==> config.mk <==
export PLATFORM = sky130hd
export DESIGN_NAME = seq_multiplier
export DESIGN_NICKNAME = d
export VERILOG_FILES = /design/src/rtl/alu_pkg.sv /design/src/rtl/ripple_adder.sv /design/src/rtl/seq_multiplier.sv
export SDC_FILE = /design/constraint.sdc
export NUM_CORES = 1
export LEC_CHECK = 0
export CAP_MARGIN = 15
export CORE_MARGIN = 8
export CORE_UTILIZATION = 54
export DETAILED_ROUTE_END_ITERATION = 10
export GPL_TIMING_DRIVEN = 0
export PLACE_DENSITY = 0.88
export SLEW_MARGIN = 30
export SYNTH_ARGS = -nofsm -noshare
export SYNTH_HDL_FRONTEND = slang
export SYNTH_HIERARCHICAL = 1
export SYNTH_SLANG_ARGS = --single-unit
==> constraint.sdc <==
create_clock -name clk -period 15 [get_ports clk]
set_clock_uncertainty 0.15 [all_clocks]
set_input_delay 1.5 -clock clk [delete_from_list [all_inputs] [get_ports clk]]
set_output_delay 1.5 -clock clk [all_outputs]
set_load 0.01 [all_outputs]
==> src/rtl/alu_pkg.sv <==
// Shared ALU definitions: default datapath width and the multiplier FSM state type.
package alu_pkg;

    localparam int ALU_WIDTH = 32;

    typedef enum logic [1:0] {
        IDLE = 2'd0,
        RUN  = 2'd1,
        DONE = 2'd2
    } mul_state_e;

endpackage : alu_pkg

==> src/rtl/ripple_adder.sv <==
// WIDTH-bit ripple-carry adder built from gate-level full adders; no carry-out.
module ripple_adder #(
    parameter int WIDTH = 32
) (
    input  logic [WIDTH-1:0] A,
    input  logic [WIDTH-1:0] B,
    input  logic             Cin,
    output logic [WIDTH-1:0] out
);

    // carry[i] is the carry into bit i; the carry out of the MSB is discarded.
    logic [WIDTH-1:0] carry;

    assign carry[0] = Cin;

    for (genvar i = 0; i < WIDTH; i++) begin : g_bit
        assign out[i] = A[i] ^ B[i] ^ carry[i];
        if (i < WIDTH - 1) begin : g_carry
            assign carry[i+1] = (A[i] & B[i]) | (carry[i] & (A[i] ^ B[i]));
        end
    end

endmodule : ripple_adder

==> src/rtl/seq_multiplier.sv <==
// Shift-add multiplier producing the low WIDTH bits of A*B in WIDTH cycles,
// accumulating through the shared ripple adder.
module seq_multiplier
    import alu_pkg::*;
#(
    parameter int WIDTH = ALU_WIDTH,
    parameter int CNT_W = 6
) (
    input  logic             clk,
    input  logic             reset,
    input  logic             start,
    input  logic [WIDTH-1:0] A,
    input  logic [WIDTH-1:0] B,
    output logic             busy,
    output logic             done,
    output logic [WIDTH-1:0] product
);

    localparam logic [CNT_W-1:0] LAST_ITER = CNT_W'(WIDTH - 1);

    mul_state_e       state_q,   state_d;
    logic [WIDTH-1:0] acc_q,     acc_d;
    logic [WIDTH-1:0] mcand_q,   mcand_d;
    logic [WIDTH-1:0] mplier_q,  mplier_d;
    logic [CNT_W-1:0] count_q,   count_d;
    logic [WIDTH-1:0] product_q, product_d;

    logic [WIDTH-1:0] addend;
    logic [WIDTH-1:0] sum;

    // Gate-level increment so the only arithmetic in this block is the adder.
    function automatic logic [CNT_W-1:0] incr(input logic [CNT_W-1:0] v);
        logic [CNT_W-1:0] res;
        logic             carry;
        res   = '0;
        carry = 1'b1;
        for (int i = 0; i < CNT_W; i++) begin
            res[i] = v[i] ^ carry;
            carry  = v[i] & carry;
        end
        return res;
    endfunction

    assign addend = mplier_q[0] ? mcand_q : '0;

    ripple_adder #(.WIDTH(WIDTH)) u_adder (
        .A   (acc_q),
        .B   (addend),
        .Cin (1'b0),
        .out (sum)
    );

    always_comb begin
        // NOTE: every next-state signal gets a default first so no path through the case infers a latch.
        state_d   = state_q;
        acc_d     = acc_q;
        mcand_d   = mcand_q;
        mplier_d  = mplier_q;
        count_d   = count_q;
        product_d = product_q;

        case (state_q)
            IDLE, DONE: begin
                state_d = IDLE;
                if (start) begin
                    state_d  = RUN;
                    acc_d    = '0;
                    mcand_d  = A;
                    mplier_d = B;
                    count_d  = '0;
                end
            end
            RUN: begin
                acc_d    = sum;
                mcand_d  = {mcand_q[WIDTH-2:0], 1'b0};
                mplier_d = {1'b0, mplier_q[WIDTH-1:1]};
                count_d  = incr(count_q);
                if (count_q == LAST_ITER) begin
                    state_d   = DONE;
                    product_d = sum;
                end
            end
            default: state_d = IDLE;
        endcase
    end

    always_ff @(posedge clk) begin
        // NOTE: sequential state uses non-blocking assignments so all registers see pre-edge values.
        if (reset) begin
            state_q   <= IDLE;
            acc_q     <= '0;
            mcand_q   <= '0;
            mplier_q  <= '0;
            count_q   <= '0;
            product_q <= '0;
        end else begin
            state_q   <= state_d;
            acc_q     <= acc_d;
            mcand_q   <= mcand_d;
            mplier_q  <= mplier_d;
            count_q   <= count_d;
            product_q <= product_d;
        end
    end

    assign busy    = (state_q == RUN);
    assign done    = (state_q == DONE);
    assign product = product_q;

endmodule : seq_multiplier

==> qor.csv, run 1 <==
metric,value,unit
clock group share of total power,0.431,
total number of vias,5690,
first-pass GRT wire length,27390,um
vias in the first global route,5701,
setup bufs post-CTS,0,
Internal Power,660.3,uW
share of layout cells above drive strength 1,0.07184,
synthesized area,0.006545,mm^2
syn avg cell area,8.750,um^2
most instantiated library cell after synthesis,nand2_1,
P_sw,218.0,uW
ANT nets after route,0,
post_cts resized,0,
CTS sink count,136,
starting density of the core,0.5495,
Remaining DRCs,0,
Yosys top cell by area,dfxtp_1,
Top Ports,101,
Pwr Density,106.5,mW/mm^2
die area,0.01590,mm^2
Slew HR,0.6533,
CP arrival,13.71,ns
Lkg Pwr,3.117,nW
largest net degree at the start of global routing,17,
final setup fails,0,
cell mode on critical path,fa_1,
CP required,15.19,ns
share of total power in combinational logic,0.122,
Startpoint Class,flop,
"Distinct cells, synth",27,
Via density,5.557,
CP peak stage delay,0.42,ns
slowest cell on the critical path,fa_1,
Nets,968,
fmax,73.97,MHz
most frequent cells after synthesis,"nand2_1, dfxtp_1, nand2b_1",
total CTS buffers,17,
Final Hold Violating Endpoints,0,
switch share,0.2482,
Setup CP Type,reg2reg,
Synth Flop Type,dfxtp_1,
hold slack,0.3199,ns
die height,126.1,um
htree depth,4,
sequential power share,0.448,
diodes inserted,0,
HPWL after DPL,11650,um
maximum vdd drop,0.06425,mV
Non-Filler Instances,1024,
average wire per cell in the routed design,16.20,um
routability cong.,0.8270,
worst slew pin tran,0.5200,ns
Area growth syn-to-layout,25.96,%
Slew Limit Fails,0,
core area,0.01191,mm^2
Root Buffer,clkbuf_16,
hold crit path type,reg2reg,
Post-Route WL,16590,um
Max Cap Viol,0,
Post-synth EDFFs,0,
Synth Instances,748,
drt pass-1 iters,6,
min cycle time layout,13.52,ns
grt total ovfl,0,
"Clk Latency, worst-skew pair",0.42,ns
DP Cell Count,994,
Placement Setup Slack,1.716,ns
Die Wd,126.1,um
synth warn,6,
number of port buffers,99,
post-synthesis net count,850,
Finished Cell Area,0.008244,mm^2
placed cell areas,0.007720,mm^2
"FF+latch count, synth",136,
Longest Clk Path Bufs,2,
outcome,"complete, no violations",
All-Layer GR Usage,0.2106,
share of Yosys cell area claimed by the top area cell type,0.4160,
Final period util,0.9013,
num rows,40,
Fin Setup TNS,0,ns
cts hold-fix bufs,0,
CTS tree,done,
clk slew on worst S/H paths,0.06,ns
dominant cells by area after synthesis,"dfxtp_1, fa_1, nand2_1, a311oi_1, nand2b_1",
sequential share of the synthesized area,0.4160,
unrepaired setup endpoints after global routing,false,
initial drt markers,455,
Critical Path Fanout Max,6,
initial antenna violation count,0,
Post-synth ARST share,0,
CP Capture Type,flop,
Final WS setup,1.481,ns
state kept, by name, summed over array words and instances (netlist names):
name and flops:
acc_q 32, mplier_q 32, state_q 2, count_q 6
product 32, mcand_q 32
area by class of cell:
cell class | instances | area, um^2
clock inverter | 4 | 45.04
buffer | 64 | 315.3
clock buffer | 26 | 479.2
inverter | 6 | 22.52
sequential | 136 | 2723
fill | 911 | 3667
tap | 147 | 183.9
timing repair buffer | 99 | 991.0
multi-input combinational | 542 | 3485
routing by layer:
layer | share of wire | track usage | wire length, um | up-vias
met5 | 0 | 0 | 0 | -
met4 | 0.023 | 0.09059 | 375 | 0
met3 | 0.074 | 0.06076 | 1221 | 35
met2 | 0.47 | 0.3399 | 7865 | 246
met1 | 0.43 | 0.2575 | 7126 | 2657
li1 | - | - | - | 2752
worst paths after layout:
kind                                          startpoint                  endpoint  slack, ns  depth (start not counted)
worst max register to register  mplier_q[0]$_SDFFE_PP0P_    acc_q[31]$_SDFFE_PP0P_       1.48                         37
worst min-delay path            product[17]$_SDFFE_PP0P_  product[17]$_SDFFE_PP0P_       0.32                          2
worst min register to register  product[17]$_SDFFE_PP0P_  product[17]$_SDFFE_PP0P_       0.32                          2
worst max-delay path            mplier_q[0]$_SDFFE_PP0P_    acc_q[31]$_SDFFE_PP0P_       1.48                         37
cell families (layout without fill, tap and decap cells):
family / count (synthesis) / in the layout / share of synthesized area
compound gates: 103 / 103 / 0.1143
xor+xnor: 2 / 2 / 0.004970
fa+ha+maj: 35 / 35 / 0.1025
buf+inv: 70 / 199 / 0.05161
flops: 136 / 136 / 0.4160
mux: 32 / 32 / 0.04894
other cells: 1 / 1 / 0.0005730
simple gates: 369 / 369 / 0.2611
layout by cell type (no fill, tap or decap), types with 17 or more instances in the layout:
master           count
clkbuf_16           17
clkdlybuf4s50_1     99
nand3_1             39
fa_1                31
a311oi_1            62
clkbuf_1            23
a21oi_1             40
dfxtp_1            136
nand2b_1            67
nand2_1            162
buf_2               33
and2_1              32
mux2i_1             32
nor2_1              62
power by group through the flow:
stage | logic (mW) | clock network (mW) | registers, mW
finish | 0.107 | 0.378 | 0.393
global route | 0.118 | 0.396 | 0.395
CTS | 0.106 | 0.380 | 0.393
detailed placement | 0.105 | 0 | 0.400
global placement | 0.102 | 0 | 0.399
floorplan | 0.0662 | 0 | 0.396
worst max-delay path: cells and delay by family, from the launching register on:
family	cells	cell delay (ns)
buf+inv	2	0.13
flops	1	0.38
simple gates	2	0.27
xor+xnor	1	0.25
compound gates	1	0.15
fa+ha+maj	31	12.12
per-stage QoR:
step	power [mW]	utilization
after floorplan	0.4626	-
after global placement	0.5010	0.6481
after detailed placement	0.5048	0.6481
after CTS	0.8786	0.6921
after global routing	0.9094	0.6921
final	0.8782	0.6921
Power figures use the tool's default switching activity.
==> inputs of run 2 (changes only) <==
- CAP_MARGIN: 15 -> not set
==> results of run 2 <==
The final DEF is identical to that of run 1; final timing and power are the same.
==> edit 1, RTL diff (flow settings as in run 1) <==
`product_q` no longer has a reset.
--- a/src/rtl/seq_multiplier.sv
+++ b/src/rtl/seq_multiplier.sv
@@ -93,5 +93,4 @@
             mplier_q  <= '0;
             count_q   <= '0;
-            product_q <= '0;
         end else begin
             state_q   <= state_d;
@@ -100,6 +99,9 @@
             mplier_q  <= mplier_d;
             count_q   <= count_d;
-            product_q <= product_d;
         end
+    end
+
+    always_ff @(posedge clk) begin
+        product_q <= product_d;
     end
 
Formal check against the unedited RTL: no difference found for any inputs over 10 cycles, from zero or initial values and one cycle with reset high; that may be too few to reach the edited logic, so the function may still have changed.
==> edit 1 against run 1 <==
  * Critical endpoint unchanged
  * First-iteration DRC count up 13%
  * Sequential share of layout area up 5.9 points
  * Die area down 6.2%
  * Final area down 5.1%
  * Critical path type unchanged
  * Wire length down 3.5%
  * Sequential cell count unchanged
  * Worst setup slack worse by 0.052 ns
  * Hold slack better by 0.0094 ns
  * Final cell count down 11%
  * Core utilization up 2.4 points
  * Synthesized area down 7.1%
  * Total power up 2.1%
  * Global-route usage up 1.0 points
==> edit 1: results (changes against run 1) <==
- Post-CTS Repair Setup Buffers: 0 (unchanged)
- N_diodes: 0 (unchanged)
- Initial antenna violation count: 0 (unchanged)
- Primary FF master, synth: dfxtp_1 (unchanged)
- Largest delay share family, worst path: adder cells (unchanged)
- Clock group: 0.389 mW (was 0.378 mW)
- Layout Cells excl Fill: 916 (was 1024)
- CP max stage delay: 0.43 ns
- Clock Latency Late Sink: 0.42 ns (about the same)
- Cts repair resizes: 0 (unchanged)
- RD Place Congestion: 0.831 (was 0.827)
- Nets@finish: 866 (was 968)
- Worst Path Arrival: 13.76 ns (was 13.71 ns)
- Vias: 5259 (was 5690)
- Synth Net Count: 745 (was 850)
- Share of post-route cells with drive strength above 1: 0.0773 (was 0.0718)
- Yosys warnings: 6 (unchanged)
- CP max-delay cell: fa_1 (unchanged)
- Post-Place Cell Area: 7280 µm² (was 7720 µm²)
- Root buf cell: clkbuf_16 (unchanged)
- Cells after Synth: 643 (was 748)
- Port bufs: 99 (unchanged)
- P_seq: 0.407 mW (was 0.393 mW)
- Worst slew margin: 0.603 (was 0.653)
- First-pass GRT wire length: 26300 µm (was 27400 µm)
- CTS Buf Count: 17 (unchanged)
- Number of synthesized flops with an enable pin: 32 (was 0)
- Max Buffers Root-to-Sink: 2 (unchanged)
- Max FO, Critical Path: 6 (unchanged)
- Synth top area cells: dfxtp_1 (34%), edfxtp_1 (16%), fa_1 (10%) (was dfxtp_1 (42%), fa_1 (9.5%), nand2_1 (9.3%))
- Post-synth top area share: 0.342 (was 0.416)
- DP HPWL: 11200 µm (was 11600 µm)
- Placed Cells: 885 (was 994)
- Worst-path clk slew: 0.05 ns
- Number of global-route vias before repair: 5560 (was 5701)
- Run status: complete, no violations (unchanged)
- Initial DRT Pass Iterations: 5 (was 6)
- 1st-iter DRT viols: 513 (was 455)
- Hold Crit Class: reg2reg (unchanged)
- Dpl ws: 1.65 ns (was 1.72 ns)
- Reported max-cap violation count: 0 (unchanged)
- Fraction of registers with async set/reset: 0 (unchanged)
- H-tree depth: 4 (unchanged)
- Seq/Total Area, Yosys: 0.500 (was 0.416)
- Distinct cells, synth: 24 (was 27)
- Peak supply drop: 52.4 µV (was 64.3 µV)
- Total GRT Usage: 0.221 (was 0.211)
- Leak: 3.04 nW (was 3.12 nW)
- Commonest cells in the netlist: nand2_1 (162), dfxtp_1 (104), a311oi_1 (62), nor2_1 (62), a21oi_1 (40) (was nand2_1 (162), dfxtp_1 (136), nand2b_1 (67))
- P_sw: 0.216 mW (was 0.218 mW)
- DR WL/cell: 17.5 µm (was 16.2 µm)
- Largest net degree at the start of global routing: 17 (unchanged)
- Fillers: 769 (was 911)
## edit 1: cell count changes after synthesis, sizes merged
cell    change
dfxtp      -32
buf        -16
clkbuf      +7
mux2i      -32
edfxtp     +32
nand2b     -64
## edit 1: final cells by class
class                   instances  area (µm²)  area share
plain buffers                  55         264      0.0337
multi-input cells             446        2760       0.352
clock buffers                  28         507      0.0647
well taps                     140         175      0.0224
flip-flops and latches        136        3040       0.389
inverters                       6        22.5     0.00288
clock inverters                 3        40.0     0.00512
repair buffers                102        1020       0.130
## edit 1: stage by stage
step / utilization / power, mW
after global routing: 0.716 / 0.926
final: 0.716 / 0.897
after detailed placement: 0.666 / 0.512
after CTS: 0.716 / 0.895
after global placement: 0.663 / 0.507
after floorplan: - / 0.471
## edit 1: layer usage
| layer | track usage | wire, µm |
|---|---|---|
| met2 | 0.379 | 7970 |
| met4 | 0.122 | 505 |
| met5 | 0 | 0 |
| met1 | 0.251 | 6470 |
| met3 | 0.0500 | 1070 |
## edit 1: final timing paths
| path | from | end | slack (ns) | cells past startpoint |
|---|---|---|---|---|
| setup / recovery | mplier_q[0] | acc_q[31] | 1.43 | 37 |
| hold / removal | acc_q[16] | acc_q[16] | 0.33 | 2 |
| hold reg to reg | acc_q[16] | acc_q[16] | 0.33 | 2 |
| setup reg to reg | mplier_q[0] | acc_q[31] | 1.43 | 37 |
## edit 1: logic make-up (layout without fill, tap and decap cells)
kind of cell    after synthesis  after routing  synth area share
simple gates                305            305             0.213
flops                       136            136             0.500
xor+xnor                      2              2           0.00535
fa+ha+maj                    35             35             0.110
compound gates              103            103             0.123
buf+inv                      61            194            0.0471
other cells                   1              1          0.000617
==> edit 2, RTL diff (settings of run 1) <==
Made on the original files. Change the parameter `CNT_W` from 6 to 12.
--- a/src/rtl/seq_multiplier.sv
+++ b/src/rtl/seq_multiplier.sv
@@ -5,5 +5,5 @@
 #(
     parameter int WIDTH = ALU_WIDTH,
-    parameter int CNT_W = 6
+    parameter int CNT_W = 12
 ) (
     input  logic             clk,
Behaviour: no difference found for any inputs over 10 cycles, from zero or initial values and one cycle with reset high; that may be too few to reach the edited logic, so the function may still have changed.
==> edit 2 against run 1 <==
  * Sequential share of layout area rose by 1.0 points
  * Count of clock-buffer cells in the layout fell by 5
  * Critical path depth did not move
  * Synthesized area barely moved
  * Wire length rose by 4.6%
  * Sequential cell count rose by 6
  * Hold slack improved by 0.0061 ns
  * Fmax fell by 2.9%
  * Total power rose by 8.9%
  * Worst setup slack got worse by 0.41 ns
  * Final area rose by 1.2%
  * First-iteration DRC count rose by 12%
  * Largest cell class unchanged
  * Highest routed layer unchanged
==> edit 2: results (changes against run 1) <==
- Run status: complete, no violations (unchanged)
- First-pass GRT wire length: 28700 µm (was 27400 µm)
- Peak supply drop: 72.2 µV (was 64.3 µV)
- Worst-path clk slew: 0.06 ns (about the same)
- Largest delay share family, worst path: adder cells (unchanged)
- Yosys warnings: 6 (unchanged)
- 1st-iter DRT viols: 509 (was 455)
- Port bufs: 100 (was 99)
- Cts repair resizes: 0 (unchanged)
- Initial DRT Pass Iterations: 7 (was 6)
- WL met3: 1270 µm (was 1220 µm)
- Number of global-route vias before repair: 5913 (was 5701)
- Nets@finish: 940 (was 968)
- CTS Buf Count: 17 (unchanged)
- Total GRT Usage: 0.222 (was 0.211)
- RD Place Congestion: 0.818 (was 0.827)
- WHS Path Cells: 2 (unchanged)
- Leak: 3.30 nW (was 3.12 nW)
- Fillers: 908 (was 911)
- M1 WL: 7350 µm (was 7130 µm)
- Vias per inst: 5.75 (was 5.56)
- Worst-Margin Slew: 0.547 ns (was 0.520 ns)
- GRT met3 Usage: 0.0692 (was 0.0608)
- Hold Crit Class: reg2reg (unchanged)
- Synth Net Count: 821 (was 850)
- Seq/Total Area, Yosys: 0.435 (was 0.416)
- Met2 WL post-DR: 8250 µm (was 7870 µm)
- Commonest cells in the netlist: nand2_1 (152), dfxtp_1 (142), nor2_1 (55) (was nand2_1 (162), dfxtp_1 (136), nand2b_1 (67))
- Share of post-route cells with drive strength above 1: 0.0982 (was 0.0718)
- CP max stage delay: 0.45 ns (was 0.42 ns)
- DR WL/cell: 17.5 µm (was 16.2 µm)
- N_diodes: 0 (unchanged)
- Initial antenna violation count: 0 (unchanged)
- DP HPWL: 12400 µm (was 11600 µm)
- Fraction of registers with async set/reset: 0 (unchanged)
- CP max-delay cell: fa_1 (unchanged)
- Distinct cells, synth: 35 (was 27)
- Post-Place Cell Area: 7720 µm² (about the same)
- Max FO, Critical Path: 10 (was 6)
- Met2 Track Usage GR: 0.364 (was 0.340)
- Most used cell, CP: fa_1 (unchanged)
- GR Util met1: 0.263 (was 0.258)
- Synth top area cells: dfxtp_1 (43%), fa_1 (9.5%), nand2_1 (8.7%) (was dfxtp_1 (42%), fa_1 (9.5%), nand2_1 (9.3%))
==> edit 2: final timing paths <==
path	endpoint	start	slack [ns]
setup / recovery	product[31]	mplier_q[0]	1.07
hold / removal	acc_q[16]	acc_q[16]	0.33
setup reg to reg	product[31]	mplier_q[0]	1.07
hold reg to reg	acc_q[16]	acc_q[16]	0.33
==> edit 2: layout make-up <==
class	count	area [µm²]	area share
Inverter	6	22.5	0.00270
Timing Repair Buffer	100	1000	0.120
Tap cell	147	184	0.0220
Clock inverter	11	138	0.0165
Multi-Input combinational cell	501	3270	0.392
Clock buffer	21	480	0.0576
Sequential cell	142	2840	0.341
Buffer	64	402	0.0481
==> edit 2: where the power goes <==
group / internal, mW / switching [mW]
combinational: 0.0469 / 0.0628
sequential: 0.396 / 0.0132
clock: 0.277 / 0.160
==> edit 2: worst register-to-register path, delay by kind of cell, from the launching register on <==
kind	cells	cell delay, ns
xor+xnor	1	0.24
flops	1	0.39
fa+ha+maj	31	12.20
buf+inv	3	0.40
simple gates	1	0.23
compound gates	1	0.20
==> edit 2: logic make-up after synthesis <==
group                      synth area share
other                              0.000573
adders and majority gates             0.114
and+or+nand+nor                       0.216
buffers and inverters                0.0649
DFF                                   0.435
AOI/OAI and AO/OA                     0.165
xor gates and xnor gates            0.00497
==> edit 2: per-stage QoR <==
stage | hold slack (ns) | instances | setup WS, ns
final | 0.326 | 992 | 1.07
after detailed placement | 0.312 | 960 | 1.26
after global routing | 0.337 | 992 | 0.722
after CTS | 0.327 | 992 | 1.19
after floorplan | 0.298 | 713 | 2.10
after global placement | 0.307 | 960 | 1.42
